--- src/rtl/uart_pkg.sv ---
// Shared types and defaults for the UART command wrapper.
// Holds the RX/assembly/TX state encodings and the baud divisor default.
package uart_pkg;

    localparam int BAUD_DIV_DEF = 2604;

    typedef enum logic [1:0] {
        RX_IDLE,
        RX_START,
        RX_DATA,
        RX_STOP
    } rx_state_e;

    typedef enum logic {
        ASM_HIGH,
        ASM_LOW
    } asm_state_e;

    typedef enum logic {
        TX_IDLE,
        TX_XMIT
    } tx_state_e;

    function automatic int cnt_w(input int div);
        return (div > 1) ? $clog2(div) : 1;
    endfunction

endpackage

--- src/rtl/uart_rx.sv ---
// UART receive bit engine: synchroniser, start-bit qualification,
// 8N1 deserialisation and stop-bit check.
module uart_rx
    import uart_pkg::*;
#(
    parameter int BAUD_DIV = BAUD_DIV_DEF
) (
    input  logic       clk,
    input  logic       rst_n,
    input  logic       RX,
    output logic [7:0] rx_data,
    output logic       rx_rdy,
    output logic       rx_err,
    output logic       rx_acc
);

    localparam int CW = cnt_w(BAUD_DIV);
    localparam logic [CW-1:0] FULL = CW'(BAUD_DIV - 1);
    localparam logic [CW-1:0] HALF = CW'(BAUD_DIV / 2 - 1);

    logic            sync1_q;
    logic            sync2_q;
    logic            prev_q;
    rx_state_e       state_q, state_d;
    logic [CW-1:0]   cnt_q, cnt_d;
    logic [2:0]      bit_q, bit_d;
    logic [7:0]      shift_q, shift_d;

    always_ff @(posedge clk or negedge rst_n) begin
        if (!rst_n) begin
            sync1_q <= 1'b1;
            sync2_q <= 1'b1;
            prev_q  <= 1'b1;
            state_q <= RX_IDLE;
            cnt_q   <= '0;
            bit_q   <= '0;
            shift_q <= '0;
        end else begin
            sync1_q <= RX;
            sync2_q <= sync1_q;
            prev_q  <= sync2_q;
            state_q <= state_d;
            cnt_q   <= cnt_d;
            bit_q   <= bit_d;
            shift_q <= shift_d;
        end
    end

    always_comb begin
        state_d = state_q;
        cnt_d   = cnt_q;
        bit_d   = bit_q;
        shift_d = shift_q;
        rx_rdy  = 1'b0;
        rx_err  = 1'b0;
        rx_acc  = 1'b0;
        unique case (state_q)
            RX_IDLE: begin
                cnt_d = '0;
                bit_d = '0;
                if (prev_q && !sync2_q) begin
                    state_d = RX_START;
                end
            end
            RX_START: begin
                if (cnt_q == HALF) begin
                    cnt_d = '0;
                    // a line already back high mid-start-bit is noise
                    if (sync2_q) begin
                        state_d = RX_IDLE;
                    end else begin
                        state_d = RX_DATA;
                        rx_acc  = 1'b1;
                    end
                end else begin
                    cnt_d = cnt_q + CW'(1);
                end
            end
            RX_DATA: begin
                if (cnt_q == FULL) begin
                    cnt_d   = '0;
                    shift_d = {sync2_q, shift_q[7:1]};
                    bit_d   = bit_q + 3'd1;
                    if (bit_q == 3'd7) begin
                        state_d = RX_STOP;
                    end
                end else begin
                    cnt_d = cnt_q + CW'(1);
                end
            end
            RX_STOP: begin
                if (cnt_q == FULL) begin
                    cnt_d   = '0;
                    state_d = RX_IDLE;
                    rx_rdy  = sync2_q;
                    rx_err  = !sync2_q;
                end else begin
                    cnt_d = cnt_q + CW'(1);
                end
            end
            default: state_d = RX_IDLE;
        endcase
    end

    assign rx_data = shift_q;

endmodule

--- src/rtl/uart_wrapper.sv ---
// Full-duplex UART front end: pairs received bytes into a 16-bit
// command and serialises single response bytes back to the host.
module uart_wrapper
    import uart_pkg::*;
#(
    parameter int BAUD_DIV = BAUD_DIV_DEF
) (
    input  logic        clk,
    input  logic        rst_n,
    input  logic        RX,
    output logic        TX,
    output logic [15:0] cmd,
    output logic        cmd_rdy,
    input  logic        clr_cmd_rdy,
    input  logic [7:0]  resp,
    input  logic        send_resp,
    output logic        resp_sent
);

    localparam int CW = cnt_w(BAUD_DIV);
    localparam logic [CW-1:0] FULL = CW'(BAUD_DIV - 1);

    logic [7:0]    rx_data;
    logic          rx_rdy;
    logic          rx_err;
    logic          rx_acc;

    asm_state_e    asm_q, asm_d;
    logic [15:0]   cmd_q, cmd_d;
    logic          cmd_rdy_q, cmd_rdy_d;

    tx_state_e     tx_state_q, tx_state_d;
    logic [9:0]    tx_shift_q, tx_shift_d;
    logic [CW-1:0] tx_cnt_q, tx_cnt_d;
    logic [3:0]    tx_bit_q, tx_bit_d;
    logic          resp_sent_q, resp_sent_d;

    uart_rx #(
        .BAUD_DIV(BAUD_DIV)
    ) u_rx (
        .clk    (clk),
        .rst_n  (rst_n),
        .RX     (RX),
        .rx_data(rx_data),
        .rx_rdy (rx_rdy),
        .rx_err (rx_err),
        .rx_acc (rx_acc)
    );

    always_ff @(posedge clk or negedge rst_n) begin
        if (!rst_n) begin
            asm_q       <= ASM_HIGH;
            cmd_q       <= '0;
            cmd_rdy_q   <= 1'b0;
            tx_state_q  <= TX_IDLE;
            tx_shift_q  <= '0;
            tx_cnt_q    <= '0;
            tx_bit_q    <= '0;
            resp_sent_q <= 1'b0;
        end else begin
            asm_q       <= asm_d;
            cmd_q       <= cmd_d;
            cmd_rdy_q   <= cmd_rdy_d;
            tx_state_q  <= tx_state_d;
            tx_shift_q  <= tx_shift_d;
            tx_cnt_q    <= tx_cnt_d;
            tx_bit_q    <= tx_bit_d;
            resp_sent_q <= resp_sent_d;
        end
    end

    // clear first so that a completing second byte overrides it
    always_comb begin
        asm_d     = asm_q;
        cmd_d     = cmd_q;
        cmd_rdy_d = cmd_rdy_q;
        if (clr_cmd_rdy || rx_acc) begin
            cmd_rdy_d = 1'b0;
        end
        unique case (asm_q)
            ASM_HIGH: begin
                if (rx_rdy) begin
                    cmd_d[15:8] = rx_data;
                    asm_d       = ASM_LOW;
                end
            end
            ASM_LOW: begin
                if (rx_rdy) begin
                    cmd_d[7:0] = rx_data;
                    cmd_rdy_d  = 1'b1;
                    asm_d      = ASM_HIGH;
                end else if (rx_err) begin
                    asm_d = ASM_HIGH;
                end
            end
        endcase
    end

    always_comb begin
        tx_state_d  = tx_state_q;
        tx_shift_d  = tx_shift_q;
        tx_cnt_d    = tx_cnt_q;
        tx_bit_d    = tx_bit_q;
        resp_sent_d = resp_sent_q;
        unique case (tx_state_q)
            TX_IDLE: begin
                if (send_resp) begin
                    tx_shift_d  = {1'b1, resp, 1'b0};
                    tx_cnt_d    = '0;
                    tx_bit_d    = '0;
                    resp_sent_d = 1'b0;
                    tx_state_d  = TX_XMIT;
                end
            end
            TX_XMIT: begin
                if (tx_cnt_q == FULL) begin
                    tx_cnt_d = '0;
                    if (tx_bit_q == 4'd9) begin
                        tx_state_d  = TX_IDLE;
                        tx_shift_d  = '0;
                        tx_bit_d    = '0;
                        resp_sent_d = 1'b1;
                    end else begin
                        tx_shift_d = {1'b0, tx_shift_q[9:1]};
                        tx_bit_d   = tx_bit_q + 4'd1;
                    end
                end else begin
                    tx_cnt_d = tx_cnt_q + CW'(1);
                end
            end
        endcase
    end

    assign TX        = (tx_state_q == TX_XMIT) ? tx_shift_q[0] : 1'b1;
    assign cmd       = cmd_q;
    assign cmd_rdy   = cmd_rdy_q;
    assign resp_sent = resp_sent_q;

endmodule

--- config.mk ---
export PLATFORM = sky130hd
export DESIGN_NAME = uart_wrapper
export DESIGN_NICKNAME = d
export VERILOG_FILES = /design/src/rtl/uart_pkg.sv /design/src/rtl/uart_rx.sv /design/src/rtl/uart_wrapper.sv
export SDC_FILE = /design/constraint.sdc
export NUM_CORES = 1
export LEC_CHECK = 0
export ABC_AREA = 1
export CORE_MARGIN = 1
export CORE_UTILIZATION = 59
export CTS_BUF_LIST = sky130_fd_sc_hd__clkbuf_4 sky130_fd_sc_hd__clkbuf_8 sky130_fd_sc_hd__clkbuf_16
export DETAILED_ROUTE_END_ITERATION = 6
export GPL_ROUTABILITY_DRIVEN = 0
export PLACE_DENSITY = 0.81
export SLEW_MARGIN = 20
export SYNTH_ARGS = -nofsm -noshare
export SYNTH_HDL_FRONTEND = slang
export SYNTH_SLANG_ARGS = --single-unit
--- constraint.sdc ---
create_clock -name clk -period 4 [get_ports clk]
set_clock_uncertainty 0.05 [all_clocks]
set_input_delay 0.6 -clock clk [delete_from_list [all_inputs] [get_ports clk]]
set_output_delay 0.6 -clock clk [all_outputs]
set_load 0.02 [all_outputs]
==> summary.md <==
| Metric | Value |
|---|---|
| Status | completed |
| DR vias/cell | 5.405 |
| CP Launch Type | flip-flop |
| Root buf cell | clkbuf_8 |
| Sw power | between 600 and 700 µW |
| Mapped Cells | between 400 and 500 |
| Final hold violations | 0 |
| Die area | around 6800 µm² |
| Worst endpoint required time | around 3.4 ns |
| Buf/Inv on CP | 2 |
| Data arrival, critical path | around 2.2 ns |
| DRT iter0 DRCs | 220 |
| Core region area | 6061 µm² |
| Cell Pwr Density | ~430 nW/µm² |
| P_leak | around 2.1 nW |
| Die height | around 82 µm |
| Initial antenna violation count | 0 |
| Die width | roughly 82 µm |
| CP max stage delay | 0.64 ns |
| Final TNS setup | 0 ns |
| Placed wire-length estimate | 5.195 mm |
| Final wirelength | 7.396 mm |
| Final nets | 523 |
| Internal Power | 1.247 mW |
| Syn_area_per_cell | roughly 8 µm² |
| DR vias | 3151 |
| Sequential share of power | 0.490 |
| Hold crit path type | primary input to async pin |
| Crit path cell chain | inv_1, or2_2, clkdlybuf4s50_1 |
| Synthesis-stage register bit count | 74 |
| Antenna Cells | 0 |
| Pre-antenna DRT Iters | 4 |
| Crit share post-route | 0.7060 |
| Number of global-route vias before repair | about 2900 |
| Post-synthesis sequential area ratio | 0.4877 |
| Total power draw | approximately 1.9 mW |
| Fin cells | roughly 580 |
| Critical Path Fanout Max | 15 |
| TritonCTS buffer count | 9 |
| First-pass GRT wire length | approximately 13 mm |
| Finish-stage setup viols | 0 |
| Synthesis-to-finish area growth | 14.11% |
| Dpl cells | 567 |
| Min Clock Period, post-route | about 2.8 ns |
| Post-Place Worst Slack | ~1.6 ns |
| # rows | 28 |
| WHS | approximately 0.24 ns |
| Sw frac | 0.3280 |
| Clock power frac | 0.325 |
| DRC Markers | 0 |
| I/O pins | 32 |
| WS Path Type | flip-flop to output port |
| Worst VDD drop | ~0.3 mV |
| Synth Warn # | 0 |
| Unrepaired setup endpoints after global routing | false |
| Worst path slowest cell | dfrtp_1 |
| Final Slew Violations | 0 |
| Post-CTS Resized | 0 |
| Final WS setup | roughly 1.2 ns |
| Crit end category | output port |
| Post-Syn Nets | between 400 and 500 |
| CTS Buffer Depth | 2 |
| CTS sink count | 74 |
| Port Buffers | 31 |
| Yosys cell types | 34 |
| Power share of the combinational group | 0.185 |
| DR WL/cell | ~13 µm |
| Clk pin slew, worst setup/hold paths | approximately 0.080 ns |
| Total grt overflow | 0 |
| Cell Area, Synth | about 3800 µm² |
| Max Cap Violations | 0 |
| CTS tree | yes |
| Worst-margin pin slew | between 0.6 and 0.7 ns |
| Tot GR Track Use | 0.2438 |
| Initial Utilization | 0.6278 |
| Pin count of the biggest net entering global routing | 32 |
| # hold bufs at CTS | 0 |
| Setup Fix Bufs, Post-CTS | 0 |
| Worst-skew pair later-pin latency | between 0.3 and 0.4 ns |
| Area after DPL | slightly above 4000 µm² |
| Slew margin rel. | 0.5359 |
| Max frequency | ~350 MHz |
| Final core occ | 0.7164 |
| Cell area after layout | between 4000 and 5000 µm² |
| CTS H-tree depth | 3 |
| Post-route ant nets | 0 |
| Share of layout cells above drive strength 1 | 0.1102 |
| Critical path's top delay family | buffers and inverters |
## placed cells by master, fill, tap and decap left out
| cell | count |
|---|---|
| o211ai_1 | 1 |
| or2_2 | 2 |
| ha_1 | 7 |
| nand2_2 | 3 |
| inv_8 | 1 |
| clkinv_4 | 3 |
| nand3_1 | 52 |
| clkbuf_8 | 9 |
| o21ai_2 | 8 |
| nand3b_1 | 3 |
| nor2_4 | 3 |
| o21ai_1 | 3 |
| clkdlybuf4s50_1 | 30 |
| o22ai_1 | 3 |
| nand2_1 | 155 |
| and3_1 | 1 |
| o21ai_0 | 14 |
| nor2_1 | 32 |
| bufinv_16 | 1 |
| o21a_1 | 1 |
| buf_4 | 2 |
| a21oi_1 | 2 |
| xor2_1 | 6 |
| dfstp_2 | 3 |
| clkinv_1 | 2 |
| inv_1 | 37 |
| a31oi_1 | 1 |
| inv_2 | 8 |
| nor3_2 | 1 |
| inv_6 | 2 |
| xnor2_1 | 3 |
| nand4_2 | 2 |
| buf_2 | 1 |
| nor3_1 | 5 |
| nand3_4 | 1 |
| nand4_1 | 23 |
| dfrtp_1 | 71 |
| nor2_2 | 6 |
## path summary, 6_finish.rpt
check                        startpoint            end  slack, ns  depth (start not counted)
hold / removal                    rst_n  u_rx.cnt_q[7]       0.24                          1
setup reg to reg            tx_cnt_q[0]    tx_cnt_q[9]       2.13                          8
setup / recovery             tx_state_q             TX       1.18                          3
min in group clk           u_rx.sync1_q   u_rx.sync2_q       0.31                          0
hold reg to reg            u_rx.sync1_q   u_rx.sync2_q       0.31                          0
max in group asynchronous         rst_n   u_rx.sync2_q       2.87                          2
## cells in the mapped netlist
master      n  area share
nand2_1   155        0.15
dfrtp_1    71        0.47
nand3_1    52       0.068
inv_1      37       0.037
nor2_1     32       0.032
nand4_1    23       0.038
o21ai_0    14       0.018
inv_2       8      0.0079
o21ai_2     8       0.018
clkbuf_1    7      0.0069
ha_1        7       0.023
nor2_2      6      0.0099
xor2_1      6       0.014
nor3_1      5      0.0066
buf_2       3      0.0039
buf_4       3      0.0059
dfstp_2     3       0.021
nand2_2     3      0.0049
nand3b_1    3      0.0059
nor2_4      3      0.0089
o21ai_1     3      0.0039
o22ai_1     3      0.0049
xnor2_1     3      0.0069
a21oi_1     2      0.0026
buf_6       2      0.0059
clkinv_1    2      0.0020
nand4_2     2      0.0066
or2_2       2      0.0033
a31oi_1     1      0.0016
and3_1      1      0.0016
nand3_4     1      0.0046
nor3_2      1      0.0026
o211ai_1    1      0.0020
o21a_1      1      0.0020
## registers in the layout (all words and copies together), names as in the netlist, named ones only
| register | flops |
|---|---|
| tx_state_q | 1 |
| resp_sent | 1 |
| u_rx.bit_q | 3 |
| u_rx.sync1_q | 1 |
| tx_cnt_q | 12 |
| u_rx.prev_q | 1 |
| u_rx.cnt_q | 12 |
| u_rx.sync2_q | 1 |
| u_rx.state_q | 1 |
| tx_shift_q | 10 |
| tx_bit_q | 4 |
| cmd | 16 |
| u_rx.rx_data | 8 |
| asm_q | 1 |
| cmd_rdy | 1 |
## power by group through the flow
stage	registers (mW)	clock network, mW	logic (mW)
after floorplan	0.889	0	0.280
after global placement	0.918	0	0.334
after detailed placement	0.920	0	0.345
after CTS	0.907	0.616	0.345
after global routing	0.920	0.642	0.394
final	0.909	0.604	0.343
## worst register-to-register path: stages, from the launching register on
cell and delay [ns]:
dfrtp_1 0.42, ha_1 0.26, nand2_1 0.07, nor2_1 0.10, nand4_1 0.18, nand2_1 0.36, inv_1 0.18, nand3_1 0.11
nand2_1 0.05
## layer usage
| layer | vias to the layer above | wire, µm | global-route usage |
|---|---|---|---|
| met5 | - | 0 | 0 |
| met4 | 0 | 136 | 0.1070 |
| met3 | 15 | 306 | 0.03956 |
| met2 | 90 | 3430 | 0.3942 |
| met1 | 1451 | 3522 | 0.3233 |
| li1 | 1595 | - | - |
## logic make-up (layout without fill, tap and decap cells)
| group | count (synthesis) | in the layout | share of synthesized area |
|---|---|---|---|
| adders and majority gates | 7 | 7 | 0.02302 |
| xor gates and xnor gates | 9 | 9 | 0.02072 |
| AOI/OAI and AO/OA | 33 | 33 | 0.05393 |
| and+or+nand+nor | 289 | 289 | 0.3456 |
| buffers and inverters | 62 | 96 | 0.06906 |
| DFF | 74 | 74 | 0.4877 |
## area by class of cell
class | instances | area, µm²
clock inverters | 7 | 85.08
clock buffers | 9 | 123.9
fillers | 493 | 1719
flip-flops and latches | 74 | 1856
inverters | 47 | 176.4
well taps | 75 | 93.84
multi-input cells | 338 | 1687
repair buffers | 33 | 320.3
(Power assumes the default switching activity.)
